==> src/rtl/uart_defs.sv <==
// Constants shared by the UART receiver and its rx_fifo so both agree on word
// width and oversampling.
package uart_defs;
  localparam int DATA_BITS  = 8;
  localparam int OVERSAMPLE = 16;  // baud ticks per bit period
  localparam int SB_TICK    = 16;  // ticks spent in one stop bit
endpackage

==> src/rtl/fifo_ctrl.sv <==
// Pointer, occupancy, status-flag and sticky-overrun bookkeeping for rx_fifo.
// The storage array itself lives in the parent.
module fifo_ctrl #(
  parameter int ADDR_WIDTH  = 4,
  parameter int AFULL_LEVEL = 12
) (
  input  logic                  clk,
  input  logic                  reset,
  input  logic                  wr_tick,
  input  logic                  rd,
  input  logic                  clr_overrun,
  output logic                  we,
  output logic [ADDR_WIDTH-1:0] waddr,
  output logic [ADDR_WIDTH-1:0] raddr,
  output logic                  empty,
  output logic                  full,
  output logic                  almost_full,
  output logic [ADDR_WIDTH:0]   level,
  output logic                  overrun
);
  localparam logic [ADDR_WIDTH:0]   DEPTH_L = (ADDR_WIDTH+1)'(2**ADDR_WIDTH);
  localparam logic [ADDR_WIDTH:0]   AFULL_L = (ADDR_WIDTH+1)'(AFULL_LEVEL);
  localparam logic [ADDR_WIDTH:0]   LVL_ONE = (ADDR_WIDTH+1)'(1);
  localparam logic [ADDR_WIDTH-1:0] PTR_ONE = ADDR_WIDTH'(1);

  logic [ADDR_WIDTH-1:0] wr_ptr_q, wr_ptr_d, rd_ptr_q, rd_ptr_d;
  logic [ADDR_WIDTH:0]   level_q, level_d;
  logic                  overrun_q, overrun_d;
  logic                  wr_acc, rd_acc, drop;

  assign empty       = (level_q == '0);
  assign full        = (level_q == DEPTH_L);
  assign almost_full = (level_q >= AFULL_L);

  always_comb begin
    // A pop on a full FIFO frees the slot the write lands in, so both proceed.
    rd_acc    = rd && !empty;
    wr_acc    = wr_tick && (!full || rd);
    drop      = wr_tick && full && !rd;
    wr_ptr_d  = wr_ptr_q;
    rd_ptr_d  = rd_ptr_q;
    level_d   = level_q;
    overrun_d = overrun_q;
    if (wr_acc) wr_ptr_d = wr_ptr_q + PTR_ONE;
    if (rd_acc) rd_ptr_d = rd_ptr_q + PTR_ONE;
    if (wr_acc && !rd_acc)      level_d = level_q + LVL_ONE;
    else if (rd_acc && !wr_acc) level_d = level_q - LVL_ONE;
    if (drop)             overrun_d = 1'b1;
    else if (clr_overrun) overrun_d = 1'b0;
  end

  always_ff @(posedge clk) begin
    if (reset) begin
      wr_ptr_q  <= '0;
      rd_ptr_q  <= '0;
      level_q   <= '0;
      overrun_q <= 1'b0;
    end else begin
      wr_ptr_q  <= wr_ptr_d;
      rd_ptr_q  <= rd_ptr_d;
      level_q   <= level_d;
      overrun_q <= overrun_d;
    end
  end

  assign we      = wr_acc && !reset;
  assign waddr   = wr_ptr_q;
  assign raddr   = rd_ptr_q;
  assign level   = level_q;
  assign overrun = overrun_q;
endmodule

==> src/rtl/rx_fifo.sv <==
// Receive byte buffer behind the UART receiver: register-array storage with a
// first-word fall-through read port that shows 0 while empty.
module rx_fifo
  import uart_defs::*;
#(
  parameter int DATA_BITS_P = DATA_BITS,
  parameter int ADDR_WIDTH  = 4,
  parameter int AFULL_LEVEL = 12
) (
  input  logic                   clk,
  input  logic                   reset,
  input  logic                   wr_tick,
  input  logic [DATA_BITS_P-1:0] wr_data,
  input  logic                   rd,
  output logic [DATA_BITS_P-1:0] rd_data,
  output logic                   empty,
  output logic                   full,
  output logic                   almost_full,
  output logic [ADDR_WIDTH:0]    level,
  output logic                   overrun,
  input  logic                   clr_overrun
);
  localparam int DEPTH = 2**ADDR_WIDTH;

  logic [DATA_BITS_P-1:0] mem_q [DEPTH];
  logic                   we;
  logic [ADDR_WIDTH-1:0]  waddr, raddr;

  fifo_ctrl #(.ADDR_WIDTH(ADDR_WIDTH), .AFULL_LEVEL(AFULL_LEVEL)) u_ctrl (
    .clk         (clk),
    .reset       (reset),
    .wr_tick     (wr_tick),
    .rd          (rd),
    .clr_overrun (clr_overrun),
    .we          (we),
    .waddr       (waddr),
    .raddr       (raddr),
    .empty       (empty),
    .full        (full),
    .almost_full (almost_full),
    .level       (level),
    .overrun     (overrun)
  );

  // Storage is deliberately left uninitialised on reset; empty gates the output.
  always_ff @(posedge clk) begin
    if (we) mem_q[waddr] <= wr_data;
  end

  assign rd_data = empty ? '0 : mem_q[raddr];
endmodule

==> config.mk <==
export PLATFORM = sky130hd
export DESIGN_NAME = rx_fifo
export DESIGN_NICKNAME = d
export VERILOG_FILES = /design/src/rtl/uart_defs.sv /design/src/rtl/fifo_ctrl.sv /design/src/rtl/rx_fifo.sv
export SDC_FILE = /design/constraint.sdc
export NUM_CORES = 1
export LEC_CHECK = 0
export CORE_MARGIN = 4
export CORE_UTILIZATION = 55
export DETAILED_ROUTE_END_ITERATION = 12
export PLACE_DENSITY = 0.83
export SLEW_MARGIN = 30
export SYNTH_ARGS = -nofsm -noshare
export SYNTH_HDL_FRONTEND = slang
export SYNTH_SLANG_ARGS = --single-unit
==> constraint.sdc <==
create_clock -name clk -period 9.45 [get_ports clk]
set_clock_uncertainty 0.15 [all_clocks]
set_input_delay 2.3625 -clock clk [delete_from_list [all_inputs] [get_ports clk]]
set_output_delay 2.3625 -clock clk [all_outputs]
set_load 0.01 [all_outputs]
==> results of run 1 <==
-- worst reg2reg max path, cell delays in order (launching register included) --
cell and delay (ps):
dfxtp_1 350, or4_1 720, o31a_1 430, ha_1 280, fa_1 410, nand2b_1 160
a21oi_1 150, mux2i_1 210, mux2_2 340
-- power groups by stage --
stage / combinational, W / clock [W] / sequential, W
after global placement: 0.000388 / 0 / 0.000775
after CTS: 0.000406 / 0.000778 / 0.000765
after floorplan: 0.000283 / 0 / 0.000755
after global routing: 0.000433 / 0.000809 / 0.000771
final: 0.000399 / 0.000767 / 0.000764
after detailed placement: 0.000399 / 0 / 0.000777
-- flip-flops by register name (all words and copies together), names as in the netlist, named ones only --
register / cells
u_ctrl.waddr: 4
u_ctrl.level: 5
u_ctrl.raddr: 4
mem_q: 128
u_ctrl.overrun: 1
-- cell families after synthesis --
| kind of cell | after synthesis |
|---|---|
| buf+inv | 24 |
| compound gates | 27 |
| fa+ha+maj | 10 |
| mux | 45 |
| simple gates | 68 |
| flops | 146 |
| xor+xnor | 7 |
-- placed cells by master, fill, tap and decap left out, drive strengths merged --
| cell | synthesis | layout |
|---|---|---|
| nand4 | 1 | 1 |
| mux4 | 32 | 32 |
| nand2 | 8 | 8 |
| ha | 9 | 9 |
| o31a | 1 | 1 |
| nand2b | 2 | 2 |
| xnor2 | 1 | 1 |
| clkinv | 0 | 5 |
| or3 | 2 | 2 |
| and3 | 1 | 1 |
| mux2i | 11 | 11 |
| clkbuf | 5 | 19 |
| nor2 | 40 | 40 |
| nor4bb | 1 | 1 |
| nor4 | 1 | 1 |
| edfxtp | 128 | 128 |
| buf | 13 | 2 |
| a21o | 1 | 1 |
| o211ai | 2 | 2 |
| o21ai | 1 | 1 |
| nor3 | 1 | 1 |
| a21oi | 5 | 5 |
| o311ai | 1 | 1 |
| bufinv | 0 | 8 |
| xor2 | 6 | 6 |
| a211oi | 16 | 16 |
| mux2 | 2 | 2 |
| nor2b | 10 | 10 |
| fa | 1 | 1 |
| dfxtp | 18 | 18 |
| clkdlybuf4s50 | 0 | 29 |
| inv | 6 | 6 |
| or4 | 1 | 1 |
-- layout make-up --
cell class              count  area (um2)
clock inverters            13       261.5
fillers                   664        3402
repair buffers             31       305.3
well taps                 136       170.2
clock buffers              19       421.7
inverters                   6       22.52
multi-input cells         157        1579
flip-flops and latches    146        4208
-- per-stage QoR --
| step | worst slack, ps | std cells | area [um2] |
|---|---|---|---|
| after detailed placement | 4250 | 476 | 6277 |
| after global routing | 3847 | 508 | 6968 |
| final | 4003 | 508 | 6968 |
| after global placement | 4294 | 476 | 6277 |
| after CTS | 3626 | 508 | 6960 |
| after floorplan | 4983 | 327 | 5892 |
-- how the worst max path moves through the flow --
stage                                from              end  cells past startpoint
after global routing      u_ctrl.level[0]       rd_data[0]                      4
final                     u_ctrl.level[0]       rd_data[3]                      4
after detailed placement             flop       rd_data[5]                      5
after CTS                            flop       rd_data[3]                      5
after global placement                 rd  u_ctrl.level[4]                      8
after floorplan                        rd  u_ctrl.level[4]                      8
-- metal layers --
layer / part of all wire / wire (um)
met1: 0.38 / 4196
met2: 0.53 / 5936
met3: 0.079 / 877
met4: 0.011 / 121
met5: 0 / 0
==> results_dict.tcl, run 1 <==
set metrics [dict create \
    outcome "finished clean" \
    cts_resized 0 \
    min_delay_worst_endpoint "u_ctrl.raddr[3]" \
    grt-busiest-layer "met2" \
    critical_path.max_stage_delay_ps 720 \
    hold_class "reg2reg" \
    synthesis.nets 350 \
    synth_ff_type "edfxtp_1" \
    grt_pass1_wl_um 17860 \
    portBuffers 29 \
    finalCritPeriodShare 0.5764 \
    rows 37 \
    setup_tns_ps 0 \
    r2r_slack_ps 6150 \
    drt_iter0_drc 252 \
    pwr-share-seq 0.396 \
    internal_power_w 0.001464 \
    grt_pass1_vias 3209 \
    antenna_left 0 \
    layout-drive-gt1-share 0.1828 \
    min_from "u_ctrl.raddr[3]" \
    setup_viol 0 \
    r2r_cells 8 \
    syn_inst 327 \
    synth_edf_count 128 \
    antenna_found_initial 0 \
    synth_cell_types 35 \
    io_pins 30 \
    leakage_nw 2.247 \
    yosys.area.top_type_share 0.6524 \
    muxShareOfSynthArea 0.1448 \
    slowest_stage "or4_1" \
    drt-pass1-iter-count 4 \
    worst_pin_slew_ps 939.6 \
    netlist_area_um2 5892 \
    whs_ps 394.5 \
    synth_area_per_cell_um2 18.02 \
    whs_path_depth 2 \
    p_switching_w 0.0004652 \
    gr-usage-met3 0.06033 \
    grt_max_degree 33 \
    dieHeight_um 111.5 \
    synth_most_common_cell "edfxtp_1" \
    initial_utilization 0.5682 \
    synth_compound_area_frac 0.03589 \
    utilization 0.6719 \
    startpoint_type "flop" \
    final-hold-violation-count 0 \
    slew_headroom 0.3713 \
    drc 0 \
    grt_usage 0.1943 \
    crit_arrival_ps 2930 \
    path_buf_inv 1 \
    cp-end-kind "output port" \
    rsz0062_at_grt "false" \
    clockPowerShare 0.397 \
    antenna_cells 0 \
    wire_per_inst_um 21.91 \
    cts_buffers 17 \
    netlist.top_cell.by_area "edfxtp_1" \
    pwr-share-comb 0.207 \
    avgViaCountPerCell 5.872 \
    hpwlAfterDp_um 6682 \
    grt-ovfl-total 0 \
    h-tree-depth 4 \
    clock_latency_ps 520 \
    cts.clk_slew.worst_paths_ps 60 \
    synth_simple_gate_area_frac 0.05351 \
    r2r-end "u_ctrl.level[4]" \
    dieWidth_um 111.5 \
    worstPathRequired_ps 6940 \
    synthTopCellsByArea "edfxtp_1 (65%), mux4_2 (12%), dfxtp_1 (6.1%)" \
    power_density_nw_per_um2 276.9 \
    wl_um 11130 \
    ys_async_sr_fraction 0 \
    met1_usage 0.2435 \
    tritoncts "done" \
    netSwitchingFraction 0.2411 \
    path_class "reg2out" \
    numClockSinks 146 \
    synth_top_family_by_area "multiplexers" \
    cts_hold_buf 0 \
    met2_usage 0.3172 \
    post_cts.repair.setup_buffers 0 \
    yosys.area_share.adder 0.02251 \
    maxCapViolations 0 \
    fp.coreArea_um2 10370 \
    area_growth_pct 18.26 \
    peakVddDrop_mv 0.1501 \
    post-route-min-period_ps 5447 \
    final_net_count 382 \
    cp_top_family "simple AND/OR/NAND/NOR gates" \
    die-area_um2 12430 \
    worstPathMaxFanout 9 \
    reg2reg_from "u_ctrl.level[0]" \
    p_total_w 0.001930 \
    routabilityCongestion 0.7236 \
    cts-root-buf "clkbuf_8" \
    synth_seq_area_share 0.7135 \
    ys.warnings.count 0 \
    vias 2983 \
    synth_xor_area_frac 0.01041 \
    crit_chain "or4_1 -> nor2_1 -> a211oi_1 -> clkdlybuf4s50_1" \
    fmax_ghz 0.1836 \
    clock_path_buffers 2 \
    synthTopCellsByCount "edfxtp_1 (128), nor2_1 (40), mux4_2 (32)" \
    synth_seq_cells 146 \
    slew_violations 0 \
]
(Power assumes the default switching activity.)
==> run 2: changes to the inputs <==
--- a/config.mk
+++ b/config.mk
@@ -6,9 +6,9 @@
 export NUM_CORES = 1
 export LEC_CHECK = 0
 export CORE_MARGIN = 4
-export CORE_UTILIZATION = 55
+export CORE_UTILIZATION = 54
 export DETAILED_ROUTE_END_ITERATION = 12
-export PLACE_DENSITY = 0.83
+export PLACE_DENSITY = 0.85
 export SLEW_MARGIN = 30
 export SYNTH_ARGS = -nofsm -noshare
 export SYNTH_HDL_FRONTEND = slang
==> constraint.sdc (replaced) <==
create_clock -name clk -period 5 [get_ports clk]
set_clock_uncertainty 0.15 [all_clocks]
set_input_delay 1.25 -clock clk [delete_from_list [all_inputs] [get_ports clk]]
set_output_delay 1.25 -clock clk [all_outputs]
set_load 0.01 [all_outputs]
==> results_dict.tcl, run 2 (synthesis gave the netlist of run 1 again) <==
set metrics [dict create \
    grt_usage 0.1908 \
    final-hold-violation-count 0 \
    area_growth_pct 16.37 \
    dp.cells 477 \
    met2_usage 0.3055 \
    r2r_cells 8 \
    largest_reg_flops 128 \
    internal_power_w 0.002519 \
    slew_headroom 0.3835 \
    antenna_cells 0 \
    peakVddDrop_mv 0.3158 \
    maxCapViolations 0 \
    cts.clk_slew.worst_paths_ps 60 \
    drc 0 \
    io_pins 30 \
    startpoint_type "flop" \
    hpwlAfterDp_um 7008 \
    finalCritPeriodShare 0.8954 \
    cts_hold_buf 0 \
    setup_viol 0 \
    initial_utilization 0.5631 \
    worstPathRequired_ps 3600 \
    grt_max_degree 33 \
    r2r_slack_ps 1690 \
    avgViaCountPerCell 5.914 \
    fmax_ghz 0.2234 \
    post-route-min-period_ps 4477 \
    final_cell_mix "edfxtp_1 (128), nor2_1 (38), mux4_2 (32)" \
    whs_path_depth 2 \
    path_class "reg2out" \
    drt-pass1-iter-count 6 \
    outcome "finished clean" \
    gr-usage-met3 0.05553 \
    routabilityCongestion 0.8002 \
    power_density_nw_per_um2 498.4 \
    antenna_left 0 \
    slew_violations 0 \
    fillCellCount 713 \
    cp-end-kind "output port" \
    setup_tns_ps 0 \
    final_cells 509 \
    worstPathMaxFanout 17 \
    leakage_nw 2.194 \
    grt-ovfl-total 0 \
    rsz0062_at_grt "false" \
    cts_resized 0 \
    p_switching_w 0.0008983 \
    pwr-share-comb 0.227 \
    vias 3010 \
    grt-busiest-layer "met2" \
    numClockSinks 146 \
    wl_um 11080 \
    die-area_um2 12650 \
    rows 37 \
    clock_path_buffers 2 \
    clockPowerShare 0.355 \
    pwr-share-seq 0.418 \
    antenna_found_initial 0 \
    worst_pin_slew_ps 921.3 \
    layout-drive-gt1-share 0.1823 \
    grt_pass1_wl_um 17820 \
    top_register "mem_q" \
    fp.coreArea_um2 10460 \
    netSwitchingFraction 0.2629 \
    tritoncts "done" \
    crit_arrival_ps 3080 \
    grt_pass1_vias 3152 \
    h-tree-depth 4 \
    wire_per_inst_um 21.77 \
    portBuffers 29 \
    final_common_cell "edfxtp_1" \
    post_cts.repair.setup_buffers 0 \
    final_net_count 383 \
    drt_iter0_drc 269 \
    cts_buffers 17 \
    dieHeight_um 112.5 \
    cts-root-buf "clkbuf_8" \
    met1_usage 0.2510 \
    clock_latency_ps 530 \
    dieWidth_um 112.5 \
    hold_class "reg2reg" \
]
run 2: changes by cell type in the layout (fill, tap and decap cells not counted):
cell / change
clkinvlp_4: +1
dfxtp_2: +1
clkbuf_1: +2
bufinv_16: -5
clkinv_2: +1
clkinv_4: +2
dfxtp_4: -1
buf_4: +1
clkinv_1: -1
run 2: worst paths after layout:
check	startpoint	endpoint
max	flop	rd_data[2]
min	u_ctrl.raddr[3]	u_ctrl.raddr[3]
max reg2reg	u_ctrl.level[0]	u_ctrl.level[4]
min reg2reg	u_ctrl.raddr[3]	u_ctrl.raddr[3]
run 2: stage by stage:
stage	total power [W]	instance area, um2	setup slack [ps]	hold slack (ps)	util
global placement	0.002203	6285	987.5	359.7	0.6007
detailed placement	0.002235	6285	913.0	362.7	0.6007
floorplan	0.001961	5892	1646	334.7	-
global route	0.003578	6857	344.9	456.7	0.6553
finish	0.003417	6857	522.9	376.0	0.6553
CTS	0.003448	6852	481.2	389.2	0.6549
run 2: power by group through the flow:
| stage | Clock (W) | Sequential, W | Combinational, W |
|---|---|---|---|
| after floorplan | 0 | 0.00143 | 0.000534 |
| after global placement | 0 | 0.00145 | 0.000752 |
| after detailed placement | 0 | 0.00145 | 0.000781 |
| after CTS | 0.00123 | 0.00143 | 0.000785 |
| after global routing | 0.00130 | 0.00144 | 0.000842 |
| final | 0.00121 | 0.00143 | 0.000777 |
run 2: final cells by class:
| class | count | area (um2) | area share |
|---|---|---|---|
| sequential | 146 | 4205 | 0.6133 |
| clock buffer | 21 | 429.2 | 0.06259 |
| multi-input combinational | 157 | 1579 | 0.2303 |
| timing repair buffer | 32 | 312.8 | 0.04562 |
| inverter | 6 | 22.52 | 0.003285 |
| tap | 136 | 170.2 | 0.02482 |
| clock inverter | 11 | 137.6 | 0.02007 |
run 2: layer usage:
layer	up-vias	wire length, um
met5	-	0
met4	0	238
met1	1519	4601
li1	1348	-
met3	28	597
met2	115	5645
run 2: critical path: stages (launching register included):
cell	delay, ps
dfxtp_2	690
buf_4	380
mux4_2	250
mux2i_1	90
a211oi_1	490
clkdlybuf4s50_1	640
==> run 3: changes to the inputs <==
--- a/config.mk
+++ b/config.mk
@@ -9,7 +9,7 @@
 export CORE_UTILIZATION = 54
 export DETAILED_ROUTE_END_ITERATION = 12
 export PLACE_DENSITY = 0.85
-export SLEW_MARGIN = 30
+export SLEW_MARGIN = 40
 export SYNTH_ARGS = -nofsm -noshare
 export SYNTH_HDL_FRONTEND = slang
 export SYNTH_SLANG_ARGS = --single-unit
==> results_dict.tcl, run 3 (synthesis gave the netlist of run 1 again) <==
set metrics [dict create \
    drt-pass1-iter-count 5 \
    layout-drive-gt1-share 0.2124 \
    setup_tns_ps 0 \
    final_common_cell "edfxtp_1" \
    finalCritPeriodShare 0.8903 \
    antenna_left 0 \
    fillCellCount 700 \
    cts-root-buf "clkbuf_8" \
    cp-end-kind "output port" \
    slowest_stage "dfxtp_2" \
    hold_class "reg2reg" \
    slew_headroom 0.4593 \
    peakVddDrop_mv 0.3181 \
    path_class "reg2out" \
    clock_latency_ps 520 \
    dieWidth_um 112.5 \
    maxCapViolations 0 \
    worstPathRequired_ps 3600 \
    dp.cells 477 \
    fmax_ghz 0.2246 \
    r2r-end "u_ctrl.level[4]" \
    cp_top_family "buffers and inverters" \
    die-area_um2 12650 \
    grt_pass1_wl_um 18000 \
    grt_usage 0.1947 \
    top_register "mem_q" \
    wl_um 11250 \
    netSwitchingFraction 0.2592 \
    tritoncts "done" \
    final_cells 508 \
    post-route-min-period_ps 4451 \
    area_growth_pct 17.12 \
    crit_arrival_ps 3050 \
    rows 37 \
    routabilityCongestion 0.8002 \
    min_delay_worst_endpoint "u_ctrl.raddr[3]" \
    cts_hold_buf 0 \
    pwr-share-seq 0.411 \
    grt_max_degree 33 \
    vias 3021 \
    min_from "u_ctrl.raddr[3]" \
    post_cts.repair.setup_buffers 0 \
    worstPathMaxFanout 17 \
    final-hold-violation-count 0 \
    cts_resized 0 \
    crit_chain "buf_4 -> mux4_2 -> mux2i_1 -> a211oi_1 -> clkdlybuf4s50_1" \
    hpwlAfterDp_um 7064 \
    largest_reg_flops 128 \
    rsz0062_at_grt "false" \
    setup_viol 0 \
    reg2reg_from "u_ctrl.level[0]" \
    fp.coreArea_um2 10460 \
    final_net_count 383 \
    p_switching_w 0.0008988 \
    wire_per_inst_um 22.15 \
    grt_pass1_vias 3178 \
    r2r_slack_ps 1690 \
    worst_pin_slew_ps 808.1 \
    numClockSinks 146 \
    cts_buffers 17 \
    clock_path_buffers 2 \
    slew_violations 0 \
    antenna_cells 0 \
    path_buf_inv 2 \
    startpoint_type "flop" \
    h-tree-depth 4 \
    pwr-share-comb 0.226 \
    r2r_cells 8 \
    internal_power_w 0.002569 \
    portBuffers 29 \
    final_cell_mix "edfxtp_1 (128), mux4_2 (32), nor2_1 (29), clkdlybuf4s50_1 (29)" \
    drt_iter0_drc 237 \
    initial_utilization 0.5631 \
    grt-ovfl-total 0 \
    whs_path_depth 2 \
    drc 0 \
    avgViaCountPerCell 5.947 \
    dieHeight_um 112.5 \
    clockPowerShare 0.363 \
    antenna_found_initial 0 \
    io_pins 30 \
    power_density_nw_per_um2 502.5 \
    cts.clk_slew.worst_paths_ps 60 \
    leakage_nw 2.209 \
    critical_path.max_stage_delay_ps 670 \
    outcome "finished clean" \
]
-- run 3: cell type report --
class	count	area [um2]	share of cell area
Timing Repair Buffer	32	312.8	0.04533
Tap cell	136	170.2	0.02466
Clock buffer	20	425.4	0.06165
Clock inverter	11	161.4	0.02339
Inverter	6	22.52	0.003264
Multi-Input combinational cell	157	1602	0.2321
Sequential cell	146	4207	0.6096
-- run 3: metal layers --
metal	vias to the layer above	track usage	part of all wire	wire length [um]
met2	117	0.3206	0.53	5972
met4	0	0.07051	0.017	191
met5	-	0	0	0
met1	1534	0.2511	0.38	4331
met3	17	0.05229	0.067	757
li1	1353	-	-	-
-- run 3: metrics by stage --
step | hold WS, ps | utilization | worst slack (ps) | area [um2] | power [W]
after detailed placement | 362.7 | 0.6017 | 919.2 | 6295 | 0.002237
after global placement | 359.7 | 0.6007 | 987.5 | 6285 | 0.002203
after CTS | 389.7 | 0.6577 | 485.9 | 6882 | 0.003495
after global routing | 456.8 | 0.6595 | 390.7 | 6900 | 0.003629
after floorplan | 334.7 | - | 1646 | 5892 | 0.001961
final | 375.2 | 0.6595 | 548.5 | 6900 | 0.003468
-- run 3: how the worst max path moves through the flow --
stage	startpoint	end	depth (start not counted)	slack, ps
4_1_cts	flop	rd_data[1]	5	490
5_1_grt	flop	rd_data[7]	5	390
2_1_floorplan	rd	u_ctrl.level[4]	8	1650
6_report	flop	rd_data[1]	5	550
3_5_place_dp	rd	u_ctrl.level[4]	8	920
3_3_place_gp	rd	u_ctrl.level[4]	8	990
-- run 3: worst min-delay path, delay by kind of cell (launching register included) --
kind             cells  cell delay (ps)
flip-flops           1              320
XOR/XNOR             1               60
AND/OR/NAND/NOR      1              100
-- run 3: power groups by stage --
stage	Clock [W]	Sequential, W	Combinational (W)
CTS	0.00128	0.00143	0.000791
floorplan	0	0.00143	0.000534
global route	0.00134	0.00144	0.000852
detailed placement	0	0.00145	0.000784
finish	0.00126	0.00143	0.000784
global placement	0	0.00145	0.000752
